==> src/rtl/cache_ctrl_dm.sv <==
// cache_ctrl_dm: direct-mapped, write-through, no-write-allocate byte cache
// sitting between a processor load/store port and main_memory.
//  clk, reset               clock / synchronous active-high reset
//  cpu_rd, cpu_wr           held requests (write wins when both set)
//  cpu_addr, cpu_wdata      request address / write data
//  cpu_rdata, cpu_ready     read data / one-cycle completion pulse
//  rd_mem, wr_mem           memory read / write requests
//  addr_mem, mem_wdata      memory address / write data
//  mem_rdata, ready_mem     memory read data / idle(1) vs busy-acked(0)
//  hit_cnt, miss_cnt        saturating read hit / miss counters
module cache_ctrl_dm #(
  parameter int AWIDTH   = 9,
  parameter int DWIDTH   = 8,
  parameter int INDEX_W  = 4,
  parameter int MEM_WAIT = 2,
  parameter int CNT_W    = 16
) (
  input  logic              clk,
  input  logic              reset,
  input  logic              cpu_rd,
  input  logic              cpu_wr,
  input  logic [AWIDTH-1:0] cpu_addr,
  input  logic [DWIDTH-1:0] cpu_wdata,
  output logic [DWIDTH-1:0] cpu_rdata,
  output logic              cpu_ready,
  output logic              rd_mem,
  output logic              wr_mem,
  output logic [AWIDTH-1:0] addr_mem,
  output logic [DWIDTH-1:0] mem_wdata,
  input  logic [DWIDTH-1:0] mem_rdata,
  input  logic              ready_mem,
  output logic [CNT_W-1:0]  hit_cnt,
  output logic [CNT_W-1:0]  miss_cnt
);

  localparam int LINES  = 1 << INDEX_W;
  localparam int TAG_W  = AWIDTH - INDEX_W;
  localparam int WAIT_W = $clog2(MEM_WAIT + 2);

  localparam logic [2:0] IDLE      = 3'd0;
  localparam logic [2:0] RD_REQ    = 3'd1;
  localparam logic [2:0] RD_WAIT   = 3'd2;
  localparam logic [2:0] WR_REQ    = 3'd3;
  localparam logic [2:0] WR_WAIT   = 3'd4;
  localparam logic [2:0] MEM_DRAIN = 3'd5;

  localparam logic [CNT_W-1:0] CNT_MAX = '1;

  logic [2:0]                   state;
  logic [WAIT_W-1:0]            wait_cnt;
  logic [LINES-1:0]             valid;
  logic [LINES-1:0][TAG_W-1:0]  tags;
  logic [LINES-1:0][DWIDTH-1:0] lines;

  logic [INDEX_W-1:0] idx;
  logic [TAG_W-1:0]   tag;
  logic               hit;
  logic               line_we;
  logic [DWIDTH-1:0]  line_wdata;
  logic               fill;

  always_comb begin
    idx = cpu_addr[INDEX_W-1:0];
    tag = cpu_addr[AWIDTH-1:INDEX_W];
    hit = valid[idx] && (tags[idx] == tag);
  end

  // Line writes: a read fill at the end of RD_WAIT, or a write-through
  // update of an already-present line when the memory acks the write.
  always_comb begin
    fill       = (state == RD_WAIT) && (wait_cnt == '0);
    line_we    = 1'b0;
    line_wdata = mem_rdata;
    if (!reset) begin
      if (fill) begin
        line_we = 1'b1;
      end else if ((state == WR_REQ) && !ready_mem && hit) begin
        line_we    = 1'b1;
        line_wdata = cpu_wdata;
      end
    end
  end

  // Tag/data storage needs no reset: valid bits gate every use.
  always_ff @(posedge clk) begin
    if (line_we) begin
      tags[idx]  <= tag;
      lines[idx] <= line_wdata;
    end
  end

  always_ff @(posedge clk) begin
    if (reset) begin
      state     <= IDLE;
      wait_cnt  <= '0;
      valid     <= '0;
      cpu_rdata <= '0;
      cpu_ready <= 1'b0;
      rd_mem    <= 1'b0;
      wr_mem    <= 1'b0;
      addr_mem  <= '0;
      mem_wdata <= '0;
      hit_cnt   <= '0;
      miss_cnt  <= '0;
    end else begin
      cpu_ready <= 1'b0;
      case (state)
        IDLE: begin
          // cpu_ready high means the cpu is still holding the request just
          // completed; it must not be accepted a second time.
          if (ready_mem && !cpu_ready && (cpu_rd || cpu_wr)) begin
            if (cpu_wr) begin
              state     <= WR_REQ;
              wr_mem    <= 1'b1;
              addr_mem  <= cpu_addr;
              mem_wdata <= cpu_wdata;
            end else if (hit) begin
              cpu_rdata <= lines[idx];
              cpu_ready <= 1'b1;
              if (hit_cnt != CNT_MAX) hit_cnt <= hit_cnt + 1'b1;
            end else begin
              state    <= RD_REQ;
              rd_mem   <= 1'b1;
              addr_mem <= cpu_addr;
              if (miss_cnt != CNT_MAX) miss_cnt <= miss_cnt + 1'b1;
            end
          end
        end
        RD_REQ: begin
          if (!ready_mem) begin
            state    <= RD_WAIT;
            wait_cnt <= WAIT_W'(MEM_WAIT);
          end
        end
        RD_WAIT: begin
          if (fill) begin
            valid[idx] <= 1'b1;
            cpu_rdata  <= mem_rdata;
            cpu_ready  <= 1'b1;
            rd_mem     <= 1'b0;
            state      <= MEM_DRAIN;
          end else begin
            wait_cnt <= wait_cnt - 1'b1;
          end
        end
        WR_REQ: begin
          if (!ready_mem) begin
            wr_mem <= 1'b0;
            state  <= WR_WAIT;
          end
        end
        WR_WAIT: begin
          cpu_ready <= 1'b1;
          state     <= MEM_DRAIN;
        end
        MEM_DRAIN: begin
          if (ready_mem) state <= IDLE;
        end
        default: state <= IDLE;
      endcase
    end
  end

endmodule

==> config.mk <==
export PLATFORM = sky130hd
export DESIGN_NAME = cache_ctrl_dm
export DESIGN_NICKNAME = d
export VERILOG_FILES = /design/src/rtl/cache_ctrl_dm.sv
export SDC_FILE = /design/constraint.sdc
export NUM_CORES = 1
export LEC_CHECK = 0
export ABC_CLOCK_PERIOD_IN_PS = 12200
export CORE_UTILIZATION = 59
export CTS_CLUSTER_DIAMETER = 60
export DETAILED_ROUTE_END_ITERATION = 8
export HOLD_SLACK_MARGIN = 0.05
export PLACE_DENSITY = 0.81
export SLEW_MARGIN = 20
export SYNTH_ARGS = -nofsm -noshare
export SYNTH_HDL_FRONTEND = slang
export SYNTH_SLANG_ARGS = --single-unit
==> constraint.sdc <==
create_clock -name clk -period 12.2 [get_ports clk]
set_clock_uncertainty 0.05 [all_clocks]
set_input_delay 3.66 -clock clk [delete_from_list [all_inputs] [get_ports clk]]
set_output_delay 3.66 -clock clk [all_outputs]
set_load 0.005 [all_outputs]
==> summary.md, run 1 <==
| Metric | Value |
|---|---|
| Outcome | `complete, no violations` |
| Top_reg_cell synth | `edfxtp_1` |
| Number of port buffers | `89` |
| I/O pin total | `90` |
| Final period utilization | `62.0%` |
| Final Hold Fails | `0` |
| Initial Utilization | `60.9%` |
| Clk pin slew, worst setup/hold paths | `60 ps` |
| Layout cells sized above 1 | `between 15 and 20%` |
| Residual DRC | `0` |
| Post-synth EDFFs | `208` |
| Register Area | `7870 µm²` |
| Placed instance count | `1108` |
| Total grt overflow | `0` |
| Endpoints failing setup | `0` |
| H-Tree Level Count | `1` |
| Slew headroom | `29.7%` |
| Pre-antenna DRT Iters | `6` |
| Crit path DAT | `7680 ps` |
| Worst path top cell family by delay | `simple AND/OR/NAND/NOR gates` |
| Pins Over Slew Limit | `0` |
| Worst Path Max Fanout | `54` |
| Unrepaired setup endpoints after global routing | `no` |
| CTS tree | `yes` |
| Async SR Flop Fraction | `0%` |
| Hold Worst Slack | `407 ps` |
| Cell count after synthesis | `792` |
| GRT Total Usage | `27.5%` |
| Die area | `20900 µm²` |
| Critical Path End Type | `flop` |
| DR vias/cell | `6.35` |
| Die height | `around 140 µm` |
| Leakage power | `around 0.0044 µW` |
| Routability cong. | `0.880` |
| Initial drt markers | `801` |
| Setup TNS | `0 ps` |
| Worst path buffer plus inverter count | `2` |
| Post-CTS setup buffer count | `0` |
| Fillcell total | `between 1000 and 1500` |
| Initial antenna violation count | `2` |
| Later-pin clock latency in the skew report | `550 ps` |
| Max incr delay on CP | `720 ps` |
| Synthesis Warnings | `0` |
| Fin util | `70.6%` |
| Tightest Hold Check Type | `reg -> reg` |
| Cell variety after synth | `67` |
| Root buf cell | `clkbuf_16` |
| Hold_buf cts | `0` |
| Sequential-to-total area share from yosys stat | `65.5%` |
| Fin area | `roughly 14000 µm²` |
| Per-cell routed wire length | `23.8 µm` |
| Post-cts resize count | `0` |
| Max clock buf depth | `3` |
| Worst path cell trace | `buf_2 -> buf_4 -> mux4_2 -> and2_1 -> or3_1 -> a211oi_2 -> o21ai_1 -> nor4_2 -> o21ai_0 -> nor2_2` |
| Critical path class | `in -> reg` |
| Post-DP Area | `13000 µm²` |
| Rows | `51` |
| Syn nets | `between 800 and 900` |
| DP HPWL | `18000 µm` |
| Core footprint | `19700 µm²` |
| Crit-path slowest cell | `nor2_2` |
| Area Overhead vs Synth | `15.8%` |
| Vias | `7371` |
| CTS buffer count | `28` |
| Post-Syn Area | `12000 µm²` |
| Clock sink count | `289` |
| FF+latch count, synth | `289` |
| Vias in the first global route | `just over 7000` |
| Final ANT Viol Nets | `0` |
| Worst Path Required | `12320 ps` |
| Final wirelength | `~28000 µm` |
| PD cells | `between 150 and 200 nW/µm²` |
| Total of max-cap violations | `0` |
| Crit path time final | `7560 ps` |
| VDD IR max | `0.140 mV` |
| Slew @ Worst Pin | `about 1000 ps` |
| Crit start category | `input pin` |
| Die width | `145 µm` |
| Global-route wire length before repair | `41500 µm` |
| Nets | `906` |
| Multi-input gate area | `3850 µm²` |
| Final Non-Filler Cells | `1161` |
| Average cell area after synthesis | `approximately 15 µm²` |
| Max Clock Freq | `0.132 GHz` |
| Largest net degree at the start of global routing | `99` |
final timing paths:
check                             startpoint      endpoint  slack, ps  cells after the start
worst max-delay path             cpu_addr[1]    lines[127]       4640                     10
worst min-delay path            mem_wdata[0]  mem_wdata[0]        410                      2
worst max register to register      tags[28]    lines[127]       8200                      8
worst min register to register  mem_wdata[0]  mem_wdata[0]        410                      2
layout make-up:
type	count	share of cell area, %
Antenna cell	1	0.0180
Clock buffer	33	5.32
Clock inverter	19	1.20
Inverter	13	0.351
Multi-Input combinational cell	447	27.7
Sequential cell	289	56.5
Tap cell	265	2.38
Timing Repair Buffer	94	6.49
flip-flops by register name (all words and copies together) (netlist names):
register,flops
cpu_rdata,8
hit_cnt,16
wait_cnt,2
rd_mem,1
lines,128
addr_mem,9
miss_cnt,16
tags,80
wr_mem,1
state,3
valid,16
cpu_ready,1
mem_wdata,8
logic make-up (layout without fill, tap and decap cells):
family                   after synthesis  count (layout)  share of synthesized area [%]
flip-flops                           289             289                           65.5
AND/OR/NAND/NOR                      211             211                           8.89
AO/OA/AOI/OAI                        117             117                           6.16
multiplexers                         110             110                           15.8
buffers and inverters                 56             159                           2.81
XOR/XNOR                               6               6                          0.500
adder cells (fa/ha/maj)                3               3                          0.313
other                                  0               1                              0
placed cells by master, fill, tap and decap left out, drive strengths merged, types with 3 or more instances in the layout:
master	n
a211oi	11
a21o	3
a21oi	51
and2	5
and3	5
buf	10
bufinv	3
clkbuf	33
clkdlybuf4s50	84
clkinv	15
dfxtp	81
edfxtp	208
ha	3
inv	12
mux2	22
mux2i	28
mux4	60
nand2	35
nand2b	24
nand3	18
nand4	4
nor2	75
nor2b	6
nor3	3
nor4	5
o21ai	25
o22ai	3
o31ai	8
or3	16
or4	6
xnor2	6
tightest hold or removal path, stage by stage, from the launching register on:
cell,delay [ps]
dfxtp_1,310
nand2_1,50
a21oi_1,50
report_power, final:
group | internal (µW) | switching, µW
registers | 1070 | 16.9
clock network | 495 | 358
logic | 85.9 | 104
Yosys cell counts, drive strengths merged, types with 2 or more instances:
| cell | n | share of area, % |
|---|---|---|
| a211oi | 11 | 0.81 |
| a21o | 3 | 0.20 |
| a21oi | 51 | 2.1 |
| a22o | 2 | 0.15 |
| and2 | 5 | 0.26 |
| and3 | 5 | 0.29 |
| buf | 20 | 1.4 |
| clkbuf | 22 | 0.94 |
| dfxtp | 81 | 13 |
| edfxtp | 208 | 52 |
| ha | 3 | 0.31 |
| inv | 12 | 0.37 |
| mux2 | 22 | 2.1 |
| mux2i | 28 | 2.3 |
| mux4 | 60 | 11 |
| nand2 | 35 | 1.1 |
| nand2b | 24 | 1.2 |
| nand3 | 18 | 0.85 |
| nand4 | 4 | 0.21 |
| nor2 | 75 | 2.3 |
| nor2b | 6 | 0.31 |
| nor3 | 3 | 0.12 |
| nor3b | 2 | 0.12 |
| nor4 | 5 | 0.31 |
| nor4b | 2 | 0.15 |
| o21a | 2 | 0.14 |
| o21ai | 25 | 1.1 |
| o22a | 2 | 0.15 |
| o22ai | 3 | 0.16 |
| o31ai | 8 | 0.61 |
| or3 | 16 | 0.83 |
| or4 | 6 | 0.37 |
| xnor2 | 6 | 0.50 |
stage by stage:
step / total power (µW) / worst slack [ps]
finish: 2130 / 4640
global route: 2190 / 4300
CTS: 2140 / 4410
detailed placement: 1300 / 3870
global placement: 1290 / 4080
floorplan: 1220 / 5430
per-layer routing:
layer  global-route usage, %  share of wire [%]  up-vias  routed length (µm)
li1                        -                  -     3228                   -
met1                    36.2                 38     3618               10400
met2                    43.9                 47      439               13000
met3                    5.73                 10       84                2790
met4                    13.7                5.2        2                1440
met5                       0              0.047        -                  13
Power figures use the tool's default switching activity.
==> inputs of run 2 (changes only) <==
ABC_CLOCK_PERIOD_IN_PS = 7900   (was 12200)
CORE_UTILIZATION = 58   (was 59)
PLACE_DENSITY = 0.8   (was 0.81)
clock period = 7.9 ns   (was 12.2 ns; I/O delays follow)
==> summary.md, run 2 (synthesis results as in run 1) <==
| Metric | Value |
|---|---|
| Critical Path End Type | `flop` |
| CP most frequent cell | `buf_4` |
| Crit path DAT | `6140 ps` |
| Unrepaired setup endpoints after global routing | `no` |
| Max incr delay on CP | `730 ps` |
| H-Tree Level Count | `1` |
| Final period utilization | `75.1%` |
| Slew @ Worst Pin | `985 ps` |
| Pre-antenna DRT Iters | `5` |
| Residual DRC | `0` |
| Die height | `146 µm` |
| VDD IR max | `roughly 0.18 mV` |
| Largest net degree at the start of global routing | `56` |
| Per-cell routed wire length | `around 22 µm` |
| Final Hold Fails | `0` |
| Max reg flops | `128` |
| Later-pin clock latency in the skew report | `550 ps` |
| GRT Total Usage | `24.9%` |
| Final ANT Viol Nets | `0` |
| Die area | `21300 µm²` |
| Outcome | `complete, no violations` |
| I/O pin total | `90` |
| Clock sink count | `289` |
| DP HPWL | `16800 µm` |
| Worst Path Required | `8110 ps` |
| Number of port buffers | `between 80 and 90` |
| Pins Over Slew Limit | `0` |
| Overall power | `roughly 3500 µW` |
| Endpoints failing setup | `0` |
| Crit-path slowest cell | `buf_2` |
| Die width | `146 µm` |
| Top reg by flops | `lines` |
| Routability cong. | `0.842` |
| Antenna diode count | `0` |
| Tightest Hold Check Type | `reg -> reg` |
| Crit start category | `input pin` |
| Post-CTS setup buffer count | `0` |
| Core footprint | `between 20000 and 25000 µm²` |
| Global-route wire length before repair | `between 40000 and 50000 µm` |
| PD cells | `245 nW/µm²` |
| Crit path time final | `~5900 ps` |
| Vias in the first global route | `6946` |
| Slew headroom | `34.3%` |
| Critical path class | `in -> reg` |
| Max Clock Freq | `0.169 GHz` |
| Worst path buffer plus inverter count | `3` |
| Initial drt markers | `664` |
| Commonest cells after routing, fill and taps aside | `208 x edfxtp_1, 84 x clkdlybuf4s50_1, 81 x dfxtp_1` |
| Clk pin slew, worst setup/hold paths | `60 ps` |
| Nets | `923` |
| Total grt overflow | `0` |
| Worst path cell trace | `buf_2 -> mux2_2 -> o22a_1 -> a21o_2 -> a211oi_1 -> o21ai_1 -> nor4_2 -> buf_4 -> o21ai_0 -> nor2_1 -> buf_4` |
| Most common cell after layout, fill and taps aside | `edfxtp_1` |
| Total of max-cap violations | `0` |
| CTS tree | `yes` |
| Worst Path Max Fanout | `40` |
| Rows | `52` |
| Top flop regs | `lines (128), tags (80)` |
| Fin util | `between 60% and 70%` |
| Max clock buf depth | `3` |
| Initial Utilization | `roughly three fifths` |
| Vias | `7201` |
| Worst path top cell family by delay | `compound AO/OA/AOI/OAI gates` |
| Final wirelength | `26100 µm` |
| Root buf cell | `clkbuf_16` |
| Layout cells sized above 1 | `around 18%` |
| Leakage power | `0.00455 µW` |
| Post-cts resize count | `0` |
| Initial antenna violation count | `0` |
| Hold_buf cts | `0` |
| Setup TNS | `0 ps` |
| Area Overhead vs Synth | `17.8%` |
| CTS buffer count | `30` |
| DR vias/cell | `6.09` |
-- run 2: worst min-delay path: cells and delay by family (launching register included) --
| family | cells | cell delay, ps |
|---|---|---|
| flip-flops | 1 | 310 |
| AO/OA/AOI/OAI | 1 | 50 |
| AND/OR/NAND/NOR | 1 | 50 |
-- run 2: layout make-up --
cell class              instances  area [µm²]
clock buffers                  33         783
clock inverters                22         280
fillers                      1351        6150
inverters                      13        48.8
multi-input cells             447        3820
flip-flops and latches        289        7870
well taps                     270         338
repair buffers                109        1020
-- run 2: per-stage QoR --
stage	area, µm²	hold WS [ps]	setup slack [ps]	std cells
final	14200	404	1970	1183
after global routing	14200	430	1720	1183
after CTS	14100	407	1880	1183
after detailed placement	13100	399	1360	1128
after global placement	13100	392	1510	1128
after floorplan	12000	381	2420	792
-- run 2: where the power goes --
| group | switching, µW | total (µW) | internal [µW] |
|---|---|---|---|
| Clock | 584 | 1500 | 911 |
| Combinational | 153 | 286 | 134 |
| Sequential | 23.5 | 1680 | 1660 |
| Total | 760 | 3460 | 2700 |
-- run 2: worst paths after layout --
kind / start / cells after the start / to / slack [ps]
setup / recovery: cpu_addr[3] / 11 / lines[80] / 1970
hold / removal: wr_mem / 2 / wr_mem / 400
setup reg to reg: tags[68] / 10 / lines[80] / 4190
hold reg to reg: wr_mem / 2 / wr_mem / 400
-- run 2: layer usage --
layer  track usage [%]  routed length [µm]
met4              6.42                 528
met5                 0                   0
met1              35.4               11200
met2              40.2               12600
met3              4.51                1710
